`src/rtl/age_select_unit_if.sv`:
```
// Output handshake bundle of the age select unit toward dispatch.
// Ports: out_valid/out_idx/out_data (master drives), out_ready (slave drives).
interface age_select_unit_if #(
    parameter int IDX_W  = 4,
    parameter int DATA_W = 5
);
    logic              out_valid;
    logic [IDX_W-1:0]  out_idx;
    logic [DATA_W-1:0] out_data;
    logic              out_ready;

    modport master (
        output out_valid,
        output out_idx,
        output out_data,
        input  out_ready
    );

    modport slave (
        input  out_valid,
        input  out_idx,
        input  out_data,
        output out_ready
    );
endinterface

```
`src/rtl/age_select_unit.sv`:
```
// Oldest-ready selector: age matrix ordered by allocation, one output stage.
// Ports: clk, resetn, flush, alloc_en/alloc_idx, req_valid/req_data in;
//        grant_oh out; issue = output stage handshake (valid/idx/data/ready).
module age_select_unit #(
    parameter int ENTRIES = 16,
    parameter int IDX_W   = $clog2(ENTRIES),
    parameter int DATA_W  = 5
) (
    input  logic                      clk,
    input  logic                      resetn,
    input  logic                      flush,
    input  logic                      alloc_en,
    input  logic [IDX_W-1:0]          alloc_idx,
    input  logic [ENTRIES-1:0]        req_valid,
    input  logic [ENTRIES*DATA_W-1:0] req_data,
    output logic [ENTRIES-1:0]        grant_oh,
    age_select_unit_if.master         issue
);

    // older[i][j] = 1 means slot i is older than slot j.
    logic [ENTRIES-1:0] older [ENTRIES];

    logic               alloc_hit;
    logic [ENTRIES-1:0] sel_oh;
    logic [IDX_W-1:0]   sel_idx;
    logic [DATA_W-1:0]  sel_data;
    logic               load;

    logic               v_q;
    logic [IDX_W-1:0]   idx_q;
    logic [DATA_W-1:0]  data_q;

    // Out-of-range indices only exist when ENTRIES is not a power of two.
    if (ENTRIES == (1 << IDX_W)) begin : g_full
        assign alloc_hit = alloc_en;
    end else begin : g_part
        assign alloc_hit = alloc_en && (alloc_idx < IDX_W'(ENTRIES));
    end

    // New slot becomes youngest: its row clears, its column sets.
    always_ff @(posedge clk or negedge resetn) begin
        if (!resetn) begin
            older <= '{default: '0};
        end else if (alloc_hit) begin
            for (int i = 0; i < ENTRIES; i++) begin
                for (int j = 0; j < ENTRIES; j++) begin
                    if (i != j) begin
                        if (IDX_W'(i) == alloc_idx) begin
                            older[i][j] <= 1'b0;
                        end else if (IDX_W'(j) == alloc_idx) begin
                            older[i][j] <= 1'b1;
                        end
                    end
                end
            end
        end
    end

    // Pairs with no recorded order fall back to lower index first,
    // so the relation is total and at most one slot survives.
    always_comb begin
        logic blocked;
        sel_oh  = '0;
        blocked = 1'b0;
        for (int i = 0; i < ENTRIES; i++) begin
            blocked = 1'b0;
            for (int j = 0; j < ENTRIES; j++) begin
                if (j != i && req_valid[j] &&
                    (older[j][i] || (!older[i][j] && j < i))) begin
                    blocked = 1'b1;
                end
            end
            sel_oh[i] = req_valid[i] && !blocked;
        end
    end

    // sel_oh is one-hot or zero, so OR-reduction encodes and muxes.
    always_comb begin
        sel_idx  = '0;
        sel_data = '0;
        for (int i = 0; i < ENTRIES; i++) begin
            if (sel_oh[i]) begin
                sel_idx  = sel_idx | IDX_W'(i);
                sel_data = sel_data | req_data[i*DATA_W +: DATA_W];
            end
        end
    end

    assign load     = (!v_q || issue.out_ready) && !flush;
    assign grant_oh = (load && resetn) ? sel_oh : '0;

    always_ff @(posedge clk or negedge resetn) begin
        if (!resetn) begin
            v_q    <= 1'b0;
            idx_q  <= '0;
            data_q <= '0;
        end else if (flush) begin
            v_q <= 1'b0;
        end else if (load) begin
            v_q <= |sel_oh;
            if (|sel_oh) begin
                idx_q  <= sel_idx;
                data_q <= sel_data;
            end
        end
    end

    assign issue.out_valid = v_q;
    assign issue.out_idx   = idx_q;
    assign issue.out_data  = data_q;

endmodule

```
`src/flat_wrapper.sv`:
```
// flat-port wrapper written by rule: the top's interface ports become plain ports
module age_select_unit_flat 
#(
    parameter int ENTRIES = 16,
    parameter int IDX_W   = $clog2(ENTRIES),
    parameter int DATA_W  = 5
)
  (clk, resetn, flush, alloc_en, alloc_idx, req_valid, req_data, grant_oh, issue_out_valid, issue_out_idx, issue_out_data, issue_out_ready);
  age_select_unit_if #(.IDX_W(IDX_W), .DATA_W(DATA_W)) issue_i ();
  input  logic clk;
  input  logic resetn;
  input  logic flush;
  input  logic alloc_en;
  input  logic [IDX_W-1:0] alloc_idx;
  input  logic [ENTRIES-1:0] req_valid;
  input  logic [ENTRIES*DATA_W-1:0] req_data;
  output logic [ENTRIES-1:0] grant_oh;
  output wire logic [$bits(issue_i.out_valid)-1:0] issue_out_valid;
  output wire logic [$bits(issue_i.out_idx)-1:0] issue_out_idx;
  output wire logic [$bits(issue_i.out_data)-1:0] issue_out_data;
  input wire logic [$bits(issue_i.out_ready)-1:0] issue_out_ready;
  assign issue_out_valid = issue_i.out_valid;
  assign issue_out_idx = issue_i.out_idx;
  assign issue_out_data = issue_i.out_data;
  assign issue_i.out_ready = issue_out_ready;
  age_select_unit #(.ENTRIES(ENTRIES), .IDX_W(IDX_W), .DATA_W(DATA_W)) u_core (.clk(clk), .resetn(resetn), .flush(flush), .alloc_en(alloc_en), .alloc_idx(alloc_idx), .req_valid(req_valid), .req_data(req_data), .grant_oh(grant_oh), .issue(issue_i));
endmodule
```
`config.mk`:
```
export PLATFORM = sky130hd
export DESIGN_NAME = age_select_unit_flat
export DESIGN_NICKNAME = d
export VERILOG_FILES = /design/src/rtl/age_select_unit_if.sv /design/src/rtl/age_select_unit.sv /design/src/flat_wrapper.sv
export SDC_FILE = /design/constraint.sdc
export NUM_CORES = 1
export LEC_CHECK = 0
export BUFFER_PORTS_ARGS = -buffer_cell sky130_fd_sc_hd__buf_2
export CORE_ASPECT_RATIO = 0.5
export CORE_UTILIZATION = 36
export DETAILED_ROUTE_END_ITERATION = 16
export PLACE_DENSITY_LB_ADDON = 0.2
export SYNTH_ARGS = -nofsm -noshare
export SYNTH_HDL_FRONTEND = slang
export SYNTH_SLANG_ARGS = --single-unit
```
`constraint.sdc`:
```
create_clock -name clk -period 2.5 [get_ports clk]
set_clock_uncertainty 0.15 [all_clocks]
set_input_delay 0.25 -clock clk [delete_from_list [all_inputs] [get_ports clk]]
set_output_delay 0.25 -clock clk [all_outputs]
set_load 0.02 [all_outputs]
```
==> results of run 1 <==
-- critical path, stage by stage, from the launching register on --
cell	delay, ns
dfrtp_1	0.40
a222oi_1	0.34
buf_4	0.19
nand3_2	0.05
and4b_4	0.41
buf_6	0.14
nor2b_1	0.12
buf_4	0.14
-- path summary, 6_finish.rpt --
check / end / cells after the start / slack (ns) / startpoint
setup / recovery: grant_oh[5] / 7 / -0.26 / u_core.older[69]
hold / removal: u_core.issue.out_data[3] / 4 / 0.004 / req_data[63]
setup reg to reg: u_core.issue.out_data[3] / 11 / -0.23 / u_core.older[189]
hold reg to reg: u_core.older[63] / 2 / 0.32 / u_core.older[63]
max in group asynchronous: u_core.older[67] / 3 / 1.10 / resetn
min in group asynchronous: u_core.older[236] / 3 / 0.25 / resetn
-- timing repair --
action,4_1_cts,5_1_grt
endpoints found under the hold margin,263,0
endpoints found under the setup margin,25,25
hold buffers,30,0
pin swaps,41,22
gates resized for setup,82,30
buffers inserted,23,7
-- power breakdown --
part	internal, uW	switching, uW
combinational	1190	1650
clock	2420	1700
sequential	4950	714
total	8570	4070
-- synth_stat cells, drive strengths merged (2+ instances only) --
master / number / area share [%]
a41oi: 4 / 0.31
inv: 77 / 2.5
a31oi: 2 / 0.11
a22oi: 56 / 3.7
mux2: 2 / 0.26
clkbuf: 39 / 1.3
and3: 4 / 0.22
nand2: 179 / 5.9
a21o: 4 / 0.26
and2: 3 / 0.19
a222oi: 11 / 0.97
o21ai: 117 / 5.2
nand2b: 51 / 2.8
nand3: 15 / 0.66
buf: 22 / 1.2
a21oi: 57 / 2.5
nand4: 36 / 2.1
nor3: 12 / 0.95
a221oi: 21 / 1.8
dfrtp: 250 / 55
nor4: 14 / 1.5
nor2b: 11 / 0.61
nor2: 215 / 7.2
a22o: 24 / 1.9
or2: 2 / 0.11
-- through the flow --
step | power, uW | util [%] | setup slack [ns] | hold WS (ns) | instances
2_1_floorplan | 6850 | - | -0.0304 | -0.196 | 1234
3_3_place_gp | 8160 | 45.0 | -0.254 | -0.0816 | 1898
3_5_place_dp | 8210 | 45.0 | -0.292 | -0.0810 | 1898
4_1_cts | 12500 | 50.4 | -0.250 | 0.00677 | 1991
5_1_grt | 13100 | 50.9 | -0.292 | 0.00287 | 1996
6_report | 12600 | 50.9 | -0.258 | 0.00445 | 1997
-- placed cells by master (no fill, tap or decap), types with 35 or more instances in the layout --
master,instances
inv_1,76
buf_4,173
a22oi_1,50
nand2_1,176
dfrtp_1,245
buf_2,115
nand2b_1,44
a21oi_1,57
o21ai_0,95
nor2_1,212
nand4_1,35
-- logic make-up (layout without fill, tap and decap cells) --
family | count (synthesis) | after routing | share of synthesized area [%]
simple gates | 544 | 544 | 22.4
flops | 250 | 250 | 55.1
buf+inv | 138 | 477 | 5.07
other cells | 0 | 1 | 0
mux | 3 | 3 | 0.353
compound gates | 299 | 299 | 17.1
-- final cells by class --
| type | count | area [um^2] | area share, % |
|---|---|---|---|
| tap | 423 | 529 | 3.39 |
| clock inverter | 9 | 159 | 1.02 |
| timing repair buffer | 358 | 2800 | 18.0 |
| sequential | 250 | 6260 | 40.1 |
| multi-input combinational | 846 | 4850 | 31.1 |
| inverter | 77 | 289 | 1.85 |
| clock buffer | 33 | 716 | 4.58 |
| antenna | 1 | 2.50 | 0.0160 |
-- state kept, by name, summed over array words and instances, names as in the netlist --
| signal | flops |
|---|---|
| u_core.issue.out_valid | 1 |
| u_core.issue.out_data | 5 |
| u_core.older | 240 |
| u_core.issue.out_idx | 4 |
-- routing by layer --
metal / up-vias / part of all wire (%)
li1: 4881 / -
met1: 5712 / 43
met2: 745 / 42
met3: 94 / 12
met4: 0 / 3.3
met5: - / 0
==> impl_metrics.env, run 1 <==
export IMPL_status="complete, but fails checks"
export IMPL_violations="negative setup slack"
export IMPL_cts_htree_levels=1
export IMPL_ys_seq_elements=250
export IMPL_ys_types=43
export IMPL_rsz0062_at_grt="true"
export IMPL_core_region_area_um2=30700
export IMPL_final_nets=1663
export IMPL_die_area_um2=32300
export IMPL_hp_class="in2reg"
export IMPL_portBuffers=130
export IMPL_gp_congestion=0.977
export IMPL_grt_util_met2_pct=46.8
export IMPL_relSlewSlack_pct=38.2
export IMPL_hold_viol_final=0
export IMPL_firstDrtPassIters=8
export IMPL_first_iter_violations=1687
export IMPL_wl_um=51400
export IMPL_global_route_usage_met3_pct=7.48
export IMPL_nFillCells=2801
export IMPL_worstMarginPinSlew_ns=0.928
export IMPL_cts_root_buf="clkbuf_16"
export IMPL_grt_pass1_vias=10992
export IMPL_period_share_pct=110
export IMPL_period_needed_ns=2.76
export IMPL_cts_tree="done"
export IMPL_numCtsBuffers=25
export IMPL_synth_edf_count=0
export IMPL_peakVddDrop_uv=370
export IMPL_die_y_um=128
export IMPL_yosysWarningCount=0
export IMPL_arrival_ns=2.36
export IMPL_critPathLaunchType="register"
export IMPL_drt_drc_violations_left=0
export IMPL_grt_antenna_before_repair=1
export IMPL_ys_flop_type="dfrtp_1"
export IMPL_cp_data_required_time_ns=2.10
export IMPL_grt_pass1_wl_um=73900
export IMPL_grt_max_degree=144
export IMPL_tns_ns=-3.42
export IMPL_fp_dieW_um=253
export IMPL_power_density_nw_per_um2=809
export IMPL_start_util_pct=37.0
export IMPL_dp_hpwl_um=38200
export IMPL_ios=131
export IMPL_synth_area_um2=11400
export IMPL_final_cell_area_um2=15600
export IMPL_drive_gt1_share_pct=28.3
export IMPL_fp_row_count=45
export IMPL_syn2layout_area_growth_pct=37.5
export IMPL_clk_latency_ns=0.56
export IMPL_use_met1_pct=46.0
export IMPL_cp_max_fo=2
export IMPL_vias=11432
export IMPL_ant_nets=0
export IMPL_wl_per_cell_um=25.8
export IMPL_grt_usage_pct=31.7
export IMPL_layout_setup_ws_ns=-0.258
export IMPL_grt_busiest_layer="met2"
export IMPL_seq_area_frac_synth_pct=55.1
export IMPL_placed_area_um2=13800
export IMPL_syn_nets=1339
export IMPL_syn_avg_cell_area_um2=9.20
export IMPL_drv_slew=0
export IMPL_cts_clk_slew_worst_paths_ns=0.06
export IMPL_overflow=0
export IMPL_drv_cap=0
export IMPL_end_kind="primary output"
export IMPL_cts_sinks=250
export IMPL_leakagePower_uw=0.00763
export IMPL_clk_path_buf_depth=3
export IMPL_critical_path_class="reg2out"
export IMPL_drt_vias_per_instance=5.72
export IMPL_async_flop_share_pct=100
export IMPL_setup_violations_final=20
export IMPL_fmax_mhz=363
export IMPL_syn_inst=1234
Note: power is estimated with default switching activity, not from simulation.
==> run 2, diff against run 1 <==
--- a/config.mk
+++ b/config.mk
@@ -6,7 +6,8 @@
 export NUM_CORES = 1
 export LEC_CHECK = 0
 export BUFFER_PORTS_ARGS = -buffer_cell sky130_fd_sc_hd__buf_2
-export CORE_ASPECT_RATIO = 0.5
+export CORE_ASPECT_RATIO = 2
+export CORE_MARGIN = 1
 export CORE_UTILIZATION = 36
 export DETAILED_ROUTE_END_ITERATION = 16
 export PLACE_DENSITY_LB_ADDON = 0.2
==> run 2 against run 1 <==
  * The run still ends with negative setup slack left
  * Global-route usage grew 1.2 points
  * Combinational power grew 11%
  * Setup slack lost 0.15 ns
  * First-iteration DRC count shrank 48%
  * Design area grew 1.8%
  * Clock power shrank 16%
  * Largest cell class unchanged
  * Count of clock-buffer cells in the layout shrank 4
  * Critical endpoint is now grant_oh[14]
  * Highest routed layer unchanged
  * Wire length grew 1.2%
  * Non-clock buffer count grew 47
  * Critical path depth shrank 1
==> impl_metrics.env, run 2 (synthesis results as in run 1) <==
export IMPL_startpoint="u_core.older[142]"
export IMPL_ant_nets=0
export IMPL_drive_gt1_share_pct=31.5
export IMPL_cp_data_required_time_ns=2.10
export IMPL_r2r_end="u_core.issue.out_data[3]"
export IMPL_die_area_um2=32300
export IMPL_cts_sinks=250
export IMPL_fp_row_count=91
export IMPL_die_y_um=253
export IMPL_cp_common_cell="buf_4"
export IMPL_arrival_ns=2.50
export IMPL_overflow=0
export IMPL_worstMarginPinSlew_ns=1.06
export IMPL_grt_pass1_vias=11846
export IMPL_drt_vias_per_instance=5.58
export IMPL_final_nets=1707
export IMPL_start_util_pct=36.7
export IMPL_leakagePower_uw=0.00781
export IMPL_r2r_start="u_core.older[142]"
export IMPL_syn2layout_area_growth_pct=39.9
export IMPL_wl_per_cell_um=25.6
export IMPL_cts_root_buf="clkbuf_16"
export IMPL_crit_end="grant_oh[14]"
export IMPL_end_kind="primary output"
export IMPL_drv_slew=0
export IMPL_relSlewSlack_pct=29.5
export IMPL_wl_um=52000
export IMPL_hp_class="in2reg"
export IMPL_ios=131
export IMPL_max_stage_delay_ns=0.59
export IMPL_hold_slack_ns=0.0157
export IMPL_core_region_area_um2=31000
export IMPL_fmax_mhz=344
export IMPL_final_common_cell="dfrtp_1"
export IMPL_vias=11364
export IMPL_fp_dieW_um=128
export IMPL_drv_cap=0
export IMPL_numCtsBuffers=22
export IMPL_period_share_pct=116
export IMPL_portBuffers=130
export IMPL_status="complete, but fails checks"
export IMPL_rsz0062_at_grt="true"
export IMPL_violations="negative setup slack"
export IMPL_cts_clk_slew_worst_paths_ns=0.07
export IMPL_crit_chain="nand2b_4 > a222oi_1 > nand4_1 > buf_4 > nor4_4 > buf_4"
export IMPL_grt_usage_pct=33.0
export IMPL_first_iter_violations=885
export IMPL_nFillCells=2986
export IMPL_largest_register_ffs=240
export IMPL_drt_drc_violations_left=0
export IMPL_power_density_nw_per_um2=771
export IMPL_peakVddDrop_uv=622
export IMPL_reg2reg_setup_slack_ns=-0.23
export IMPL_largest_register="u_core.older"
export IMPL_fin_util_pct=51.3
export IMPL_cts_tree="done"
export IMPL_grt_max_degree=164
export IMPL_cp_max_fo=2
export IMPL_critical_path_class="reg2out"
export IMPL_multi_input_area_um2=4970
export IMPL_grt_pass1_wl_um=75600
export IMPL_hold_viol_final=0
export IMPL_seqCellArea_um2=6260
export IMPL_critPathLaunchType="register"
export IMPL_clk_path_buf_depth=3
export IMPL_cpMaxStageDelayCell="a222oi_1"
export IMPL_layout_common_cells="245 x dfrtp_1, 223 x buf_4, 210 x nor2_1, 177 x nand2_1, 113 x buf_2"
export IMPL_cts_htree_levels=1
export IMPL_gp_congestion=0.979
export IMPL_setup_violations_final=20
export IMPL_firstDrtPassIters=6
export IMPL_grt_antenna_before_repair=1
export IMPL_tns_ns=-3.48
export IMPL_reg2regPathDepth=10
export IMPL_clk_latency_ns=0.54
export IMPL_dp_hpwl_um=38800
export IMPL_period_needed_ns=2.90
export IMPL_layout_setup_ws_ns=-0.405
## run 2: cell type report
type,instances,area share [%]
Sequential cell,250,39.4
Multi-Input combinational cell,846,31.3
Inverter,77,1.82
Clock inverter,10,0.512
Tap cell,418,3.29
Timing Repair Buffer,405,19.8
Antenna cell,1,0.0157
Clock buffer,29,3.89
## run 2: report_power, final
part	internal (uW)	switching [uW]
logic	1390	1780
registers	4950	660
clock network	1850	1610
total	8200	4050
## run 2: worst max-delay path: cells and delay by family, from the launching register on
family | cells | cell delay, ns
simple gates | 3 | 0.61
compound gates | 1 | 0.59
flops | 1 | 0.39
buf+inv | 2 | 0.38
## run 2: worst min path at each step
stage               slack (ns)  cells after the start                        to    startpoint
finish                    0.02                      4  u_core.issue.out_data[2]   req_data[7]
floorplan                -0.20                      0  u_core.issue.out_data[0]        resetn
global route              0.03                      3         u_core.older[134]  alloc_idx[1]
detailed placement       -0.11                      1          u_core.older[47]        resetn
global placement         -0.11                      1          u_core.older[47]        resetn
CTS                      0.002                      3         u_core.older[194]  alloc_idx[1]
## run 2: timing repair
action / 4_1_cts / 5_1_grt
setup endpoints to repair: 24 / 24
hold endpoints to repair: 260 / 0
buffers inserted: 40 / 12
pin swaps: 47 / 34
hold buffers: 30 / 0
gates resized for setup: 105 / 42
## run 2: per-layer routing
layer	up-vias	wire, um	share of wire [%]	track usage (%)
li1	4973	-	-	-
met1	5519	17200	33	32.9
met2	622	26000	50	58.5
met3	250	3060	5.9	4.39
met4	0	5790	11	30.6
met5	-	0	0	0
## run 2: through the flow
| step | worst slack [ns] | total power [uW] | std cells | area, um^2 |
|---|---|---|---|---|
| finish | -0.405 | 12200 | 2036 | 15900 |
| global route | -0.450 | 12700 | 2036 | 15900 |
| CTS | -0.361 | 12100 | 2025 | 15700 |
| detailed placement | -0.215 | 8330 | 1920 | 13900 |
| global placement | -0.204 | 8260 | 1920 | 13900 |
| floorplan | -0.0304 | 6850 | 1234 | 11400 |
==> run 3, diff against run 2 <==
--- a/config.mk
+++ b/config.mk
@@ -8,7 +8,7 @@
 export BUFFER_PORTS_ARGS = -buffer_cell sky130_fd_sc_hd__buf_2
 export CORE_ASPECT_RATIO = 2
 export CORE_MARGIN = 1
-export CORE_UTILIZATION = 36
+export CORE_UTILIZATION = 50
 export DETAILED_ROUTE_END_ITERATION = 16
 export PLACE_DENSITY_LB_ADDON = 0.2
 export SYNTH_ARGS = -nofsm -noshare
==> run 3 against run 2 <==
  * The run ends with negative hold slack, negative setup slack left
  * Die area decreased by 28%
  * Via count up 0.94%
  * Design area shrank 6.2%
==> impl_metrics.env, run 3 (synthesis results as in run 1) <==
export IMPL_wl_per_cell_um=27.1
export IMPL_drv_slew=0
export IMPL_layout_common_cells="247 x dfrtp_1, 212 x nor2_1, 177 x nand2_1, 172 x buf_4, 117 x buf_2"
export IMPL_hold_slack_ns=-0.00956
export IMPL_hp_class="in2reg"
export IMPL_final_common_cell="dfrtp_1"
export IMPL_cts_htree_levels=1
export IMPL_syn2layout_area_growth_pct=31.3
export IMPL_fp_dieW_um=109
export IMPL_period_share_pct=108
export IMPL_leakagePower_uw=0.00739
export IMPL_first_iter_violations=1533
export IMPL_largest_register_ffs=240
export IMPL_cts_clk_slew_worst_paths_ns=0.07
export IMPL_start_util_pct=51.3
export IMPL_period_needed_ns=2.71
export IMPL_grt_max_degree=147
export IMPL_reg2regPathDepth=10
export IMPL_numCtsBuffers=23
export IMPL_dp_cells=1727
export IMPL_cts_tree="done"
export IMPL_largest_register="u_core.older"
export IMPL_cp_data_required_time_ns=2.10
export IMPL_whs_path_depth=4
export IMPL_r2r_end="u_core.issue.out_data[2]"
export IMPL_core_region_area_um2=22200
export IMPL_vias=11471
export IMPL_worst_hold_startpoint="req_data[28]"
export IMPL_status="complete, but fails checks"
export IMPL_r2r_start="u_core.older[250]"
export IMPL_end_kind="primary output"
export IMPL_cp_max_fo=2
export IMPL_reg2reg_setup_slack_ns=-0.13
export IMPL_gp_congestion=1.01
export IMPL_relSlewSlack_pct=38.2
export IMPL_drt_vias_per_instance=6.29
export IMPL_drt_drc_violations_left=0
export IMPL_die_y_um=215
export IMPL_ios=131
export IMPL_fin_util_pct=67.3
export IMPL_clk_path_buf_depth=3
export IMPL_fmax_mhz=369
export IMPL_stdcell_count=1823
export IMPL_fp_row_count=77
export IMPL_critPathLaunchType="register"
export IMPL_drive_gt1_share_pct=27.5
export IMPL_setup_violations_final=22
export IMPL_drv_cap=0
export IMPL_ant_nets=0
export IMPL_layout_setup_ws_ns=-0.206
export IMPL_worstMarginPinSlew_ns=0.927
export IMPL_hold_path_end="u_core.issue.out_data[3]"
export IMPL_violations="negative hold slack, negative setup slack"
export IMPL_rsz0062_at_grt="true"
export IMPL_grt_pass1_vias=11855
export IMPL_overflow=0
export IMPL_grt_usage_pct=44.6
export IMPL_final_nets=1638
export IMPL_die_area_um2=23400
export IMPL_power_density_nw_per_um2=803
export IMPL_critical_path_class="reg2out"
export IMPL_dp_hpwl_um=34800
export IMPL_cts_sinks=250
export IMPL_hold_viol_final=1
export IMPL_grt_antenna_before_repair=1
export IMPL_arrival_ns=2.31
export IMPL_firstDrtPassIters=6
export IMPL_portBuffers=130
export IMPL_cts_root_buf="clkbuf_16"
export IMPL_clk_latency_ns=0.55
export IMPL_grt_pass1_wl_um=73200
export IMPL_peakVddDrop_uv=770
export IMPL_wl_um=49500
run 3: how the worst max path moves through the flow:
stage                           start                       end  slack, ns  cells after the start
6_report            u_core.older[191]              grant_oh[15]      -0.21                      6
5_1_grt              u_core.older[35]               grant_oh[3]      -0.27                      7
4_1_cts             u_core.older[211]               grant_oh[3]      -0.22                      8
3_5_place_dp            req_valid[13]  u_core.issue.out_data[3]      -0.17                      9
3_3_place_gp            req_valid[13]  u_core.issue.out_data[3]      -0.16                      9
2_1_floorplan  u_core.issue.out_valid              grant_oh[10]      -0.03                      5
run 3: final cells by class:
type                       count  area, um^2
antenna                        1        2.50
clock buffer                  29         628
clock inverter                 9        73.8
fill                        1838        7250
inverter                      77         289
multi-input combinational    846        4850
sequential                   250        6260
tap                          276         345
timing repair buffer         335        2450
run 3: routing by layer:
metal	vias to the layer above	track usage (%)	wire length [um]
li1	4823	-	-
met1	5495	47.5	15800
met2	845	67.3	22800
met3	306	14.0	5100
met4	2	43.4	5760
met5	-	2.68	37
run 3: critical path, cell delays in order (launching register included):
cell	delay (ns)
dfrtp_1	0.40
o21ai_2	0.16
nand4_1	0.36
nor4_4	0.39
buf_4	0.20
nor2b_4	0.14
buf_6	0.12
run 3: stage by stage:
stage	TNS, ns	hold slack (ns)	cell area, um^2	total power [uW]	setup WS, ns
5_1_grt	-4.04	0.0488	14900	12400	-0.274
2_1_floorplan	-0.182	-0.196	11400	6850	-0.0304
4_1_cts	-1.52	0.00565	14600	11700	-0.222
6_report	-2.34	-0.00956	14900	12000	-0.206
3_3_place_gp	-0.991	0.203	13300	8050	-0.160
3_5_place_dp	-1.13	0.218	13300	8130	-0.173
run 3: power breakdown:
part / internal, uW / switching [uW]
Sequential: 4950 / 710
Combinational: 1180 / 1670
Clock: 1880 / 1580
run 3: timing repair:
action | 4_1_cts | 5_1_grt
pin swaps | 38 | 31
endpoints found under the setup margin | 22 | 25
gates cloned | 0 | 0
endpoints found under the hold margin | 259 | 0
setup buffers | 19 | 16
hold buffers | 25 | 0
resized for setup | 64 | 41
